$ cat config.mk
export PLATFORM = sky130hd
export DESIGN_NAME = fb_pixel_writer
export DESIGN_NICKNAME = d
export VERILOG_FILES = /design/src/rtl/fb_pixel_writer.sv
export SDC_FILE = /design/constraint.sdc
export NUM_CORES = 1
export LEC_CHECK = 0
export BUFFER_PORTS_ARGS = -buffer_cell sky130_fd_sc_hd__buf_2
export CORE_MARGIN = 4
export CORE_UTILIZATION = 30
export DETAILED_ROUTE_END_ITERATION = 10
export SLEW_MARGIN = 10
export SYNTH_ARGS = -nofsm -noshare
export SYNTH_HDL_FRONTEND = slang
export SYNTH_SLANG_ARGS = --single-unit
$ cat constraint.sdc
create_clock -name clk -period 5.1 [get_ports clk]
set_input_delay 0.51 -clock clk [delete_from_list [all_inputs] [get_ports clk]]
set_output_delay 0.51 -clock clk [all_outputs]
set_load 0.03 [all_outputs]
$ cat src/rtl/fb_pixel_writer.sv
// Pixel sink for the line generator: range-checks {x,y}, converts to a linear
// 640x480 address, queues in a show-ahead FIFO and drains with hold-until-ack writes.
module fb_pixel_writer #(
  parameter int DEPTH   = 4,
  parameter int COLOR_W = 8
) (
  input  logic               clk,
  input  logic               rst,
  input  logic [18:0]        pix_address,
  input  logic               pix_valid,
  input  logic [COLOR_W-1:0] color,
  input  logic               line_done,
  output logic               stop,
  output logic [18:0]        mem_addr,
  output logic [COLOR_W-1:0] mem_wdata,
  output logic               mem_wen,
  input  logic               mem_ack,
  output logic               frame_done,
  output logic               overflow,
  output logic [7:0]         drop_count
);

  localparam int PW = $clog2(DEPTH);
  localparam int CW = PW + 1;

  typedef enum logic [1:0] {IDLE, RUN, FLUSH, DONE} state_t;

  state_t             state_q;
  logic               frame_done_q;
  logic               stop_q;
  logic               overflow_q;
  logic [7:0]         drop_q;
  logic [CW-1:0]      count_q, count_d;
  logic [PW-1:0]      wr_ptr_q, rd_ptr_q;

  logic [18:0]        addr_mem [DEPTH];
  logic [COLOR_W-1:0] data_mem [DEPTH];

  logic [9:0]  pix_x;
  logic [8:0]  pix_y;
  logic        in_range;
  logic [18:0] lin_addr;
  logic        empty, full, push, pop, lost;

  assign pix_x    = pix_address[18:9];
  assign pix_y    = pix_address[8:0];
  assign in_range = (pix_x < 10'd640) && (pix_y < 9'd480);
  // y*640 = y*512 + y*128; the largest result (307199) fits in 19 bits
  assign lin_addr = ({10'd0, pix_y} << 9) + ({10'd0, pix_y} << 7) + {9'd0, pix_x};

  assign empty = (count_q == '0);
  assign full  = (count_q == CW'(DEPTH));
  assign pop   = !empty && mem_ack;
  // a pop in the same cycle frees the slot, so a full FIFO can still accept
  assign push  = pix_valid && in_range && (!full || pop);
  assign lost  = pix_valid && in_range && full && !pop;

  always_comb begin
    count_d = count_q;
    if (push && !pop)
      count_d = count_q + CW'(1);
    else if (!push && pop)
      count_d = count_q - CW'(1);
  end

  always_ff @(posedge clk) begin
    if (push) begin
      addr_mem[wr_ptr_q] <= lin_addr;
      data_mem[wr_ptr_q] <= color;
    end
  end

  always_ff @(posedge clk or posedge rst) begin
    if (rst) begin
      count_q    <= '0;
      wr_ptr_q   <= '0;
      rd_ptr_q   <= '0;
      stop_q     <= 1'b0;
      overflow_q <= 1'b0;
      drop_q     <= '0;
    end else begin
      count_q <= count_d;
      if (push)
        wr_ptr_q <= wr_ptr_q + PW'(1);
      if (pop)
        rd_ptr_q <= rd_ptr_q + PW'(1);
      stop_q <= (count_d >= CW'(DEPTH - 1));
      if (lost)
        overflow_q <= 1'b1;
      if (pix_valid && !in_range && (drop_q != 8'hFF))
        drop_q <= drop_q + 8'd1;
    end
  end

  always_ff @(posedge clk or posedge rst) begin
    if (rst) begin
      state_q      <= IDLE;
      frame_done_q <= 1'b0;
    end else begin
      frame_done_q <= 1'b0;
      case (state_q)
        IDLE: begin
          if (line_done)
            state_q <= FLUSH;
          else if (pix_valid)
            state_q <= RUN;
        end
        RUN: begin
          if (line_done)
            state_q <= FLUSH;
        end
        FLUSH: begin
          if (empty) begin
            state_q      <= DONE;
            frame_done_q <= 1'b1;
          end
        end
        DONE: begin
          state_q <= pix_valid ? RUN : IDLE;
        end
        default: state_q <= IDLE;
      endcase
    end
  end

  // Head entry is gated so the bus reads zero whenever nothing is queued.
  assign mem_wen    = !empty;
  assign mem_addr   = empty ? 19'd0 : addr_mem[rd_ptr_q];
  assign mem_wdata  = empty ? '0 : data_mem[rd_ptr_q];
  assign stop       = stop_q;
  assign frame_done = frame_done_q;
  assign overflow   = overflow_q;
  assign drop_count = drop_q;

endmodule

==> results of run 1 <==
==> area by class of cell <==
cell class                      instances  area (um^2)
Fill cell                            1818        11900
Sequential cell                       128         3740
Multi-Input combinational cell        188         1950
Clock buffer                           18          429
Timing Repair Buffer                   71          358
Tap cell                              260          325
Clock inverter                         14          141
Inverter                               26         97.6
==> through the flow <==
stage	setup WS [ns]	cell area (um^2)	cells	power, mW
global placement	2.03	6470	673	3.06
floorplan	2.31	5810	353	2.64
detailed placement	1.99	6470	673	3.10
CTS	1.92	7040	705	4.25
finish	1.99	7040	705	4.18
global route	1.77	7040	705	4.41
==> final timing paths <==
| path | end | startpoint |
|---|---|---|
| setup / recovery | mem_addr[15] | count_q[1] |
| max in group asynchronous | rd_ptr_q[0] | rst |
| setup reg to reg | state_q[0] | count_q[1] |
| hold / removal | stop | rst |
| hold reg to reg | overflow | overflow |
| min in group clk | addr_mem[0][5] | pix_address[14] |
==> cell families (layout without fill, tap and decap cells) <==
| group | count (synthesis) | after routing | share of synthesized area, % |
|---|---|---|---|
| flops | 128 | 128 | 64.4 |
| buf+inv | 37 | 129 | 2.65 |
| simple gates | 70 | 70 | 6.93 |
| mux | 30 | 30 | 11.0 |
| xor+xnor | 18 | 18 | 2.71 |
| compound gates | 38 | 38 | 5.14 |
| fa+ha+maj | 32 | 32 | 7.15 |
==> power by group through the flow <==
stage	logic, mW	clock network, mW	registers, mW
after floorplan	1.14	0	1.50
after global placement	1.52	0	1.54
after detailed placement	1.55	0	1.55
after CTS	1.55	1.17	1.53
after global routing	1.64	1.22	1.56
final	1.52	1.15	1.52
==> layout by cell type, fill, tap and decap left out, types with 3 or more instances in the layout <==
| master | instances |
|---|---|
| nor2_4 | 4 |
| edfxtp_1 | 108 |
| mux4_2 | 27 |
| o21ai_0 | 6 |
| clkinv_1 | 3 |
| inv_1 | 26 |
| ha_1 | 30 |
| nand4_1 | 8 |
| a211oi_1 | 3 |
| a21oi_1 | 4 |
| buf_2 | 70 |
| nand2_1 | 11 |
| a21o_1 | 3 |
| and2_1 | 28 |
| nand3_1 | 7 |
| xnor2_1 | 14 |
| dfrtp_1 | 19 |
| clkbuf_16 | 17 |
| nor2_1 | 3 |
| xor2_1 | 4 |
| clkinv_4 | 4 |
==> state kept, by name (all words and copies together), names as in the netlist <==
register    flops
addr_mem       76
rd_ptr_q        2
frame_done      1
data_mem       32
overflow        1
stop            1
drop_count      8
count_q         3
state_q         2
wr_ptr_q        2
==> metal layers <==
metal / track usage (%) / up-vias / part of all wire (%)
met1: 12.4 / 1622 / 43
li1: - / 1513 / -
met3: 3.79 / 10 / 5.5
met2: 18.3 / 66 / 51
met5: 0 / - / 0
met4: 4.24 / 0 / 1.3
==> worst max-delay path, delay by kind of cell, from the launching register on <==
| family | cells | cell delay (ns) |
|---|---|---|
| fa+ha+maj | 1 | 0.26 |
| simple gates | 2 | 0.48 |
| buf+inv | 3 | 1.04 |
| flops | 1 | 0.40 |
==> results.md, run 1 <==
- The flow ran to the end, and the final reports show no timing, DRC or antenna violations.
- Synthesis produced 353 cells.
- The post-detailed-route count of antenna-violating nets is 0.
- For this run, asynchronously set or reset flops after synthesis account for around 16%.
- The post-route netlist has around a third of its cells at a drive strength greater than 1.
- In this run switching power makes up between 30% and 40% of total power.
- The x dimension of the die is roughly 150 um.
- The area growth from synthesis to layout is 21.1%.
- Dividing the detail-routed wire length by the instance count gives between 15 and 20 um.
- The final count of pins violating max slew is 0.
- Of the synthesized area, sequential elements account for between 60% and 70%.
- Clock tree synthesis found a total of around 130 sinks.
- The die footprint is about 22000 um^2.
- The vertical extent of the die is about 150 um.
- Entering global routing, the biggest net connects 32 pins.
- The number of max-cap violations is 0.
- Registers are responsible for between 30% and 40% of the overall power.
- The count of different cell masters after synthesis is 50.
- Clock skew on the completed layout was measured at 0.00581 ns.
- Counting flops with a built-in enable in the synthesized netlist gives roughly 110.
- The site row count is 50.
- The highest-delay cell along the critical path is inv_1.
- The total core area is between 15000 and 20000 um^2.
- The tightest slew margin relative to the limit is between 30% and 40%.
- By area the synthesized netlist is led by edfxtp_1 56%, mux4_2 10%, dfrtp_1 8.6%.
- The internal power of the cells is about 2.7 mW.
- After the last flow step, the layout net total stands at 496.
- Among all flip-flop cells after synthesis, the most frequent one is edfxtp_1.
- The global routing usage summed across all routing layers is between 10% and 20%.
- 71 I/O pins were placed.
- At the end of routability-driven placement, the weighted congestion stood at around 0.75.
- The endpoint kind of the worst setup timing path is an output pin.
- The number of setup violations in the final report is 0.
- For this block, the initial DRC count from the detailed router was 155.
- Summed over all cells, the static leakage comes to ~2.7 nW.
- In this run, post-CTS repair resized a total of 0 instances.
- The commonest cells after synthesis are 108 x edfxtp_1, 30 x ha_1, 28 x and2_1, 27 x mux4_2, 26 x inv_1.
- Buffers added to address setup during post-CTS repair amount to 0.
- The clock latency reported for the late side of the worst-skew pair is 0.41 ns.
- The repair_antennas step left the layout with diodes totalling 0.
- The data arrival time at the worst-slack endpoint is approximately 2.6 ns.
- The TritonCTS clock tree is done.
- The number of cells on the worst reg-to-reg path is 8.
- The net load switching power is around 1.5 mW.
- After detailed routing, the number of vias per cell comes to between 4 and 5.
- Combinational logic burns roughly 36% of the power.
- The timing-limited maximum frequency is 0.321 GHz.
- The hold buffer count at CTS is 0.
- The number of endpoints with negative hold slack in the final report is 0.
- The path class of the tightest hold or removal check is primary input to async pin.
- The maximum resistive drop on vdd is between 200 and 300 uV.
- The share of power burned in the clock network is a little over a quarter.
- Summed over all failing endpoints, the final setup total negative slack is 0 ns.
- For this run, the number of Yosys warnings is 0.
- The count of vias placed by the detailed router is 3211.
- The signal on the critical path passes through inv_1, ha_1, nor2b_1, inv_1, and2_1, buf_2.
- Setup repair after global routing left no endpoint under its margin.
- The actual transition at the worst max-transition pin is 1.02 ns.
- The number of port buffers is 70.
- The post-synthesis average cell area is 16.5 um^2.
- The tree is rooted in a clkbuf_16.
- In the post-synthesis netlist, the cell with the most instances is edfxtp_1.
- The final clock period utilization by the worst path is ~60%.
- The count of state elements after synthesis is between 100 and 150.
- The most numerous cell type found on the critical path is inv_1.
- The initial antenna violation count is 0.
- The largest fanout on the critical path is 31.
- The final period demand of the worst path is 3.11 ns.
- The setup slack of the most critical reg-to-reg path is 2.70 ns.
- The via count of the first global-routing pass is around 3500.
- For this run, the share of the core covered by cells in the final layout is between 30% and 40%.
- The H-tree was split into 4 levels.
- The buffer levels on the longest clock path is 2.
- The cell area that synthesis handed to floorplanning was 5810 um^2.
- The total wire length after detailed routing is between 10000 and 15000 um.
- Of all cell types, the one taking the most synthesized area is edfxtp_1.
- Once detailed placement completed, the half-perimeter wirelength came to between 7000 and 8000 um.
- TritonCTS created 17 clock buffers.
- The power per cell area is between 500 and 600 nW/um^2.
- The kind of start point of the critical path is a flop.
- Summed over all layers, the global routing overflow is 0.
- The worst hold slack is 0.243 ns.
- The fraction of synthesized cell area taken by the top area cell type is a little under three fifths.
- For this run, design rule violations remaining after detail routing come to 0.
- The synthesized netlist net count is between 400 and 500.
- The first detailed-routing pass ran for 4 iterations.
- The required time of the worst setup path is around 4.6 ns.
- The start-to-end type of the worst setup path is flop to output pin.
- The first global-routing pass estimated 17900 um of wire.
- Clock-pin slew was measured on the worst setup and hold paths at 0.05 ns.
- Once the floorplan was initialized, standard cells occupied between 30% and 40% of the core.
- The worst stage delay on the critical path is 0.73 ns.
Power figures use the tool's default switching activity.
==> run 2: changes to the inputs <==
==> constraint.sdc (replaced) <==
create_clock -name clk -period 2.6 [get_ports clk]
set_input_delay 0.26 -clock clk [delete_from_list [all_inputs] [get_ports clk]]
set_output_delay 0.26 -clock clk [all_outputs]
set_load 0.03 [all_outputs]
==> run 2 against run 1 <==
  * The flow now finishes with violations (hold timing)
  * Non-clock buffer count rose by 16
  * First-iteration DRC count fell by 42%
  * Sequential power rose by 86%
  * Via count rose by 1.8%
  * Sequential cell count did not move
  * Core utilization rose by 0.79 points
  * Worst hold slack got worse by 0.25 ns
  * Worst setup slack got worse by 1.8 ns
  * Cell count rose by 2.1%
  * Die area did not move
  * Clock-buffer cell count did not move
  * Critical path type unchanged
  * Largest power group is now combinational logic
==> results.md, run 2 (same netlist as run 1, synthesis figures left out) <==
- The flow ran to the end, but the final reports show violations.
- The cell area after placement is 6590 um^2.
- TritonCTS built the clock tree.
- The die is between 100 and 150 um tall.
- The via count of the first global-routing pass is between 3000 and 4000.
- The HPWL after detailed placement is roughly 7900 um.
- After the first detailed-routing iteration, the DRC count stood at 90.
- Setup repair after global routing left no endpoint under its margin.
- Summing all multi-input logic gate instances after layout gives 1950 um^2.
- Setup slack closes at between 0.2 and 0.25 ns.
- The maximum resistive drop on vdd is 473 uV.
- The final antenna diode count is 0.
- The setup check on the worst reg-to-reg path leaves a slack of 0.58 ns.
- The number of clock sinks is between 100 and 150.
- The wire length of the first global-routing pass is between 15000 and 20000 um.
- The path type of the worst min-delay path is primary input to async pin.
- The tightest slew margin relative to the limit is 47.4%.
- The worst flop-to-flop path endpoint is addr_mem[0][17].
- The area used by sequential logic in the layout is approximately 3700 um^2.
- Leaving out fill and tap cells, the most frequent cells in the layout are 108 x edfxtp_1, 70 x buf_2, 30 x ha_1.
- The startpoint of the worst-slack reg-to-reg timing path is count_q[1].
- For the worst-skew pair, the clock arrives at the later sink with an insertion delay of 0.41 ns.
- Once detail routing completed, the nets flagged for antenna violations numbered 0.
- For the pin with the worst max-slew slack, the measured transition is approximately 0.79 ns.
- The global route total overflow is 0.
- In this run the power density over the cells is 1170 nW/um^2.
- The worst setup path is launched from a flop.
- The net load switching power is approximately 3 mW.
- The flip-flop count of the largest register, all copies and words added is 76.
- The finished layout holds 720 standard cells, fillers aside.
- The total core area is roughly 19000 um^2.
- The die footprint is between 20000 and 25000 um^2.
- The total wire length after detailed routing is ~12000 um.
- Hold timing on the final database bottoms out at a slack of -0.00369 ns.
- The number of setup violations in the final report is 0.
- The fraction of layout cells with a size suffix above 1 is a little over a third.
- The checks that failed: hold timing.
- In this run the core area contains 50 standard-cell rows.
- Sequential cells burn about a third of the power.
- The net count of the finished layout is a little over 500.
- The number of cells on the worst reg-to-reg path is 6.
- The first-pass detailed-route iteration total is 7.
- The final count of pins violating max slew is 0.
- At the end of routability-driven placement, the weighted congestion stood at between 0.7 and 0.8.
- On the final layout, the worst clock skew is 0.00777 ns.
- The clock network accounts for about 28% of the total power.
- The layout overhead on the synthesized area is 23.7%.
- The largest register by flop count is addr_mem.
- The number of ports placed on the die boundary is 71.
- The number of max-cap violations is 0.
- The part of the total power dissipated in combinational logic is a little under two fifths.
- The initial antenna violation count is 0.
- The start-to-end type of the worst setup path is flop to output pin.
- The number of remaining DRC errors is 0.
- The number of endpoints with negative hold slack in the final report was 11.
- In this run, placement finished with an instance count of between 600 and 700.
- The fraction of power spent switching nets is between 30% and 40%.
- The average wire length per cell after detail routing is 16.0 um.
- The static leakage is roughly 2.7 nW.
- The library cell used most frequently in the layout, excluding fill and tap cells, is edfxtp_1.
- The final-layout fill cell count is roughly 1800.
- The final period demand of the worst path is 2.39 ns.
- After layout, the worst path uses between 90% and 100% of the clock period.
- The timing-limited maximum frequency is 0.418 GHz.
- The maximum number of pins on one net before global-route repair is 31.
- The number of buffers created by CTS is 17.
- The average vias per placed instance is ~4.5.
- Timing analysis after detailed placement gives a worst setup slack of -0.189 ns.
- The internal power of the cells totals between 5 and 6 mW.
- In this run the number of H-tree levels came out at 4.
- The largest fanout on the critical path is 30.
- STA puts the critical path data required time at about 2.3 ns.
- From left edge to right edge, the die measures about 150 um.
- The initial utilization of the core area, before any placement, comes to 30.8%.
- Data on the critical path arrives at its endpoint at around 2.1 ns.
- The worst setup path is captured at an output pin.
- The global routing usage summed across all routing layers is around 11%.
- Summing over every cut layer, the via total after detailed routing is ~3300.
- Counting along the longest clock path gives a buffer depth of 2.
- The setup TNS is 0 ns.
- Input and output buffers added on the ports amount to 70.
- After clock tree synthesis, the clock-pin slew on the worst setup and hold paths is about 0.06 ns.
- The library cell used as clock root buffer is clkbuf_16.
- Summing all non-filler instances in the final layout gives an area of roughly 7200 um^2.
## run 2: changes by cell type in the layout (fill, tap and decap cells not counted)
cell        change
clkinvlp_4      +4
nor2b_2         +1
clkinv_1        -3
buf_4          +15
nor2b_1         -1
buf_6           +1
bufinv_16       +1
clkinv_4        -3
## run 2: metrics by stage
| step | util (%) | total power, mW |
|---|---|---|
| 2_1_floorplan | - | 5.18 |
| 3_3_place_gp | 34.9 | 6.09 |
| 3_5_place_dp | 34.9 | 6.16 |
| 4_1_cts | 38.0 | 8.55 |
| 5_1_grt | 38.1 | 8.88 |
| 6_report | 38.1 | 8.39 |
## run 2: power groups by stage
stage	Sequential [mW]	Combinational [mW]	Clock, mW
floorplan	2.94	2.24	0
detailed placement	2.86	3.30	0
finish	2.82	3.22	2.35
global placement	2.84	3.26	0
CTS	2.82	3.31	2.42
global route	2.86	3.53	2.49
## run 2: layout make-up
type	count	share of cell area, %
sequential	128	52.1
multi-input combinational	188	27.1
timing repair buffer	87	6.70
clock buffer	18	5.97
tap	260	4.52
clock inverter	13	2.28
inverter	26	1.36
## run 2: metal layers
layer  GRT usage [%]  share of wire (%)  vias to the layer above
met1            13.2                 43                     1652
li1                -                  -                     1538
met2            18.9                 51                       69
met5               0                  0                        -
met4            4.29                1.3                        0
met3            3.73                4.7                        9
## run 2: worst max path at each step
stage | to | slack, ns | from | cells past startpoint
after floorplan | addr_mem[0][18] | 0.06 | pix_address[0] | 9
after global placement | addr_mem[0][18] | -0.15 | pix_address[0] | 10
after detailed placement | addr_mem[0][18] | -0.19 | pix_address[0] | 10
after CTS | mem_addr[16] | 0.03 | count_q[1] | 7
after global routing | addr_mem[1][18] | 0.02 | pix_address[0] | 10
final | mem_addr[16] | 0.21 | count_q[1] | 7
## run 2: worst max-delay path, stage by stage (launching register included)
cell and delay (ns):
dfrtp_1 0.41, inv_1 0.13, ha_1 0.28, nor2b_2 0.24, inv_1 0.10, buf_6 0.19
and2_1 0.18, buf_2 0.18
## run 2: repair_timing
item / CTS / global route
endpoints found under the setup margin: 0 / 27
setup buffers: 0 / 0
hold buffers: 0 / 0
resized for setup: 0 / 2
endpoints found under the hold margin: 0 / 0
==> run 3: changes to the inputs <==
--- a/config.mk
+++ b/config.mk
@@ -5,10 +5,10 @@
 export SDC_FILE = /design/constraint.sdc
 export NUM_CORES = 1
 export LEC_CHECK = 0
-export BUFFER_PORTS_ARGS = -buffer_cell sky130_fd_sc_hd__buf_2
 export CORE_MARGIN = 4
 export CORE_UTILIZATION = 30
 export DETAILED_ROUTE_END_ITERATION = 10
+export DONT_BUFFER_PORTS = 1
 export SLEW_MARGIN = 10
 export SYNTH_ARGS = -nofsm -noshare
 export SYNTH_HDL_FRONTEND = slang
==> run 3 against run 2 <==
  * The run now ends clean
  * Largest power group is now sequential cells
  * Design area decreased by 1.9%
  * Worst hold slack improved by 0.097 ns
  * Fmax decreased by 1.3%
  * Largest cell class unchanged
  * Clock skew increased by 0.0027 ns
  * Worst setup slack got worse by 0.031 ns
  * Non-clock buffer count decreased by 57
==> results.md, run 3 (same netlist as run 1, synthesis figures left out) <==
- The cell area after placement is between 6000 and 7000 um^2.
- The wire-length estimate of the detail-placed layout is ~7600 um.
- The total core area is ~19000 um^2.
- The x dimension of the die is about 150 um.
- The die footprint is between 20000 and 25000 um^2.
- The first detailed-routing pass took 4 iterations.
- The hold-critical path depth is 2.
- The number of ports placed on the die boundary is 71.
- At the end of routability-driven placement, the weighted congestion stood at 0.752.
- Clock-pin slew was measured on the worst setup and hold paths at 0.06 ns.
- The total length of routed met3 wires is between 800 and 900 um.
- Clock tree synthesis inserted a total of 17 buffers.
- In the final routed layout, each cell accounts on average for about 17 um.
- The highest-delay cell along the critical path is dfrtp_1.
- The area used by sequential logic in the layout is approximately 3700 um^2.
- In the routed layout, each cell is associated on average with a via count of 4.59.
- In this run the worst hold path is classified as primary input to flop.
- The start-to-end type of the worst setup path is flop to output pin.
- The buffer levels on the longest clock path is 2.
- Once layout is complete, the utilization of the core stands at 37.3%.
- The number of endpoints with negative hold slack in the final report is 0.
- The number of remaining DRC errors is 0.
- In this run the top signal layer used is met4.
- The launching element of the worst setup path is count_q[1].
- From synthesis to final layout, the design area changed by 21.3%.
- After global routing the overflow that remains totals 0.
- The endpoint kind of the worst setup timing path is an output pin.
- The most common cell after layout, fill and taps aside is edfxtp_1.
- The site row count is 50.
- In this run the most critical hold path is launched from line_done.
- For the pin with the worst max-slew slack, the measured transition is roughly 0.96 ns.
- The maximum resistive drop on vdd is 484 uV.
- The worst stage delay on the critical path is approximately 0.4 ns.
- During placement, the flow inserted port buffers numbering 0.
- The final layout contains routed wiring with a total length of between 10000 and 15000 um.
- The number of clock sinks is between 100 and 150.
- The number of nets in the final layout is around 460.
- The final clock period utilization by the worst path is just over 90%.
- The vertical extent of the die is roughly 150 um.
- The violation count after the first detailed-route iteration is between 70 and 80.
- The flow ran to the end, and the final reports show no timing, DRC or antenna violations.
- The repair_antennas step left the layout with diodes totalling 0.
- Between clock sinks in the finished design, the worst skew comes to ~0.010 ns.
- The via count of the first global-routing pass was 3291.
- Setup violations remaining at the end of the flow were counted as 0.
- The final-layout fill cell count is 1778.
- The static leakage is about 2.5 nW.
- The number of cells on the worst reg-to-reg path is 5.
- At the worst endpoint, the arrival time is roughly 2.2 ns.
- CTS built an H-tree with a depth of 4.
- The met1 wire length is ~4400 um.
- The area of the multi-input gates is between 1500 and 2000 um^2.
- Dividing total power by cell area gives a power density of 1180 nW/um^2.
- The initial antenna violation count is 0.
- In this run the tightest slew margin relative to its limit is about 36%.
- For this configuration, the core starts out at a cell density of 30.8%.
- The cell sitting at the root of the clock tree is a clkbuf_16.
- The post-detailed-route count of antenna-violating nets is 0.
- Summed over all nets, wire length on met2 after detailed routing comes to about 5700 um.
- The wire length of the first global-routing pass is approximately 18000 um.
- Max-cap violations in this run came to 0.
- The largest fanout on the critical path is 15.
- The global routing usage summed across all routing layers is between 10% and 20%.
- After routing the design area is just over 7000 um^2.
- addr_mem holds more flip-flops than any other register.
- The required time of the worst setup path is 2.34 ns.
- The final count of pins violating max slew is 0.
- The worst setup path is launched from a flop.
- The maximum number of pins on one net before global-route repair is 28.
- Setup repair after global routing left no endpoint under its margin.
- The startpoint of the worst-slack reg-to-reg timing path is count_q[1].
- The fraction of layout cells with a size suffix above 1 is around 22%.
- The clock latency reported for the late side of the worst-skew pair is around 0.41 ns.
- Walking the worst path, the cells encountered are inv_1, ha_1, nor2b_2, inv_2, buf_4, and2_1.
- Detailed routing inserted a total of 3051 vias.
- After layout, the minimum clock period comes to between 2 and 2.5 ns.
- The top cell types in the final layout, fill and taps aside, are 108 x edfxtp_1, 30 x ha_1, 28 x and2_1.
- TritonCTS built the clock tree.
- The timing-limited maximum frequency is around 0.41 GHz.
- The register with the most flip-flops in the layout has 76 of them.
- Post-CTS timing repair inserted 0 buffers for setup.
run 3: cell types whose count changed in the layout (fill, tap and decap cells not counted), sizes merged:
cell         previous run  this run
clkinvlp                5         1
buf                    87        13
bufinv                  3         4
inv                    28        30
clkbuf                 18        17
dlygate4sd3             0        17
clkinv                  3         6
run 3: per-layer routing:
layer | track usage, % | vias up
li1 | - | 1434
met1 | 12.0 | 1536
met2 | 18.6 | 72
met3 | 5.15 | 9
met4 | 3.26 | 0
met5 | 0 | -
run 3: final cells by class:
| class | instances | share of cell area (%) |
|---|---|---|
| Clock buffer | 17 | 6.03 |
| Timing Repair Buffer | 30 | 4.33 |
| Clock inverter | 15 | 2.93 |
| Inverter | 26 | 1.38 |
| Tap cell | 260 | 4.61 |
| Sequential cell | 128 | 53.1 |
| Multi-Input combinational cell | 188 | 27.6 |
run 3: worst max-delay path: cells and delay by family (launching register included):
kind | cells | cell delay [ns]
AND/OR/NAND/NOR | 2 | 0.56
adder cells (fa/ha/maj) | 1 | 0.27
flip-flops | 1 | 0.39
buffers and inverters | 3 | 0.53
run 3: power breakdown:
part	internal, mW	switching [mW]	total [mW]
Clock	1.62	0.873	2.49
Combinational	1.11	1.74	2.85
Sequential	2.65	0.352	3.00
run 3: worst paths after layout:
kind,endpoint,slack [ns]
min reg2reg,wr_ptr_q[0],0.56
max reg2reg,addr_mem[3][1],0.34
min in group asynchronous,wr_ptr_q[0],0.46
min,state_q[0],0.09
max,mem_addr[15],0.18
max in group asynchronous,rd_ptr_q[0],1.58
run 3: per-stage QoR:
step | TNS, ns | power [mW] | hold WS, ns | instances | setup WS, ns
after floorplan | 0 | 5.18 | 0.224 | 353 | 0.0555
after global placement | -0.142 | 5.85 | 0.342 | 615 | -0.0355
after detailed placement | -0.412 | 5.94 | 0.359 | 615 | -0.0834
after CTS | 0 | 8.49 | 0.0684 | 664 | 0.0850
after global routing | 0 | 8.81 | 0.0809 | 664 | 0.0312
final | 0 | 8.34 | 0.0931 | 664 | 0.178
run 3: repair_timing:
action | in CTS | in global routing
gates resized for setup | 1 | 1
setup endpoints to repair | 14 | 22
hold buffers | 17 | 0
endpoints found under the hold margin | 82 | 0
cloned | 0 | 0
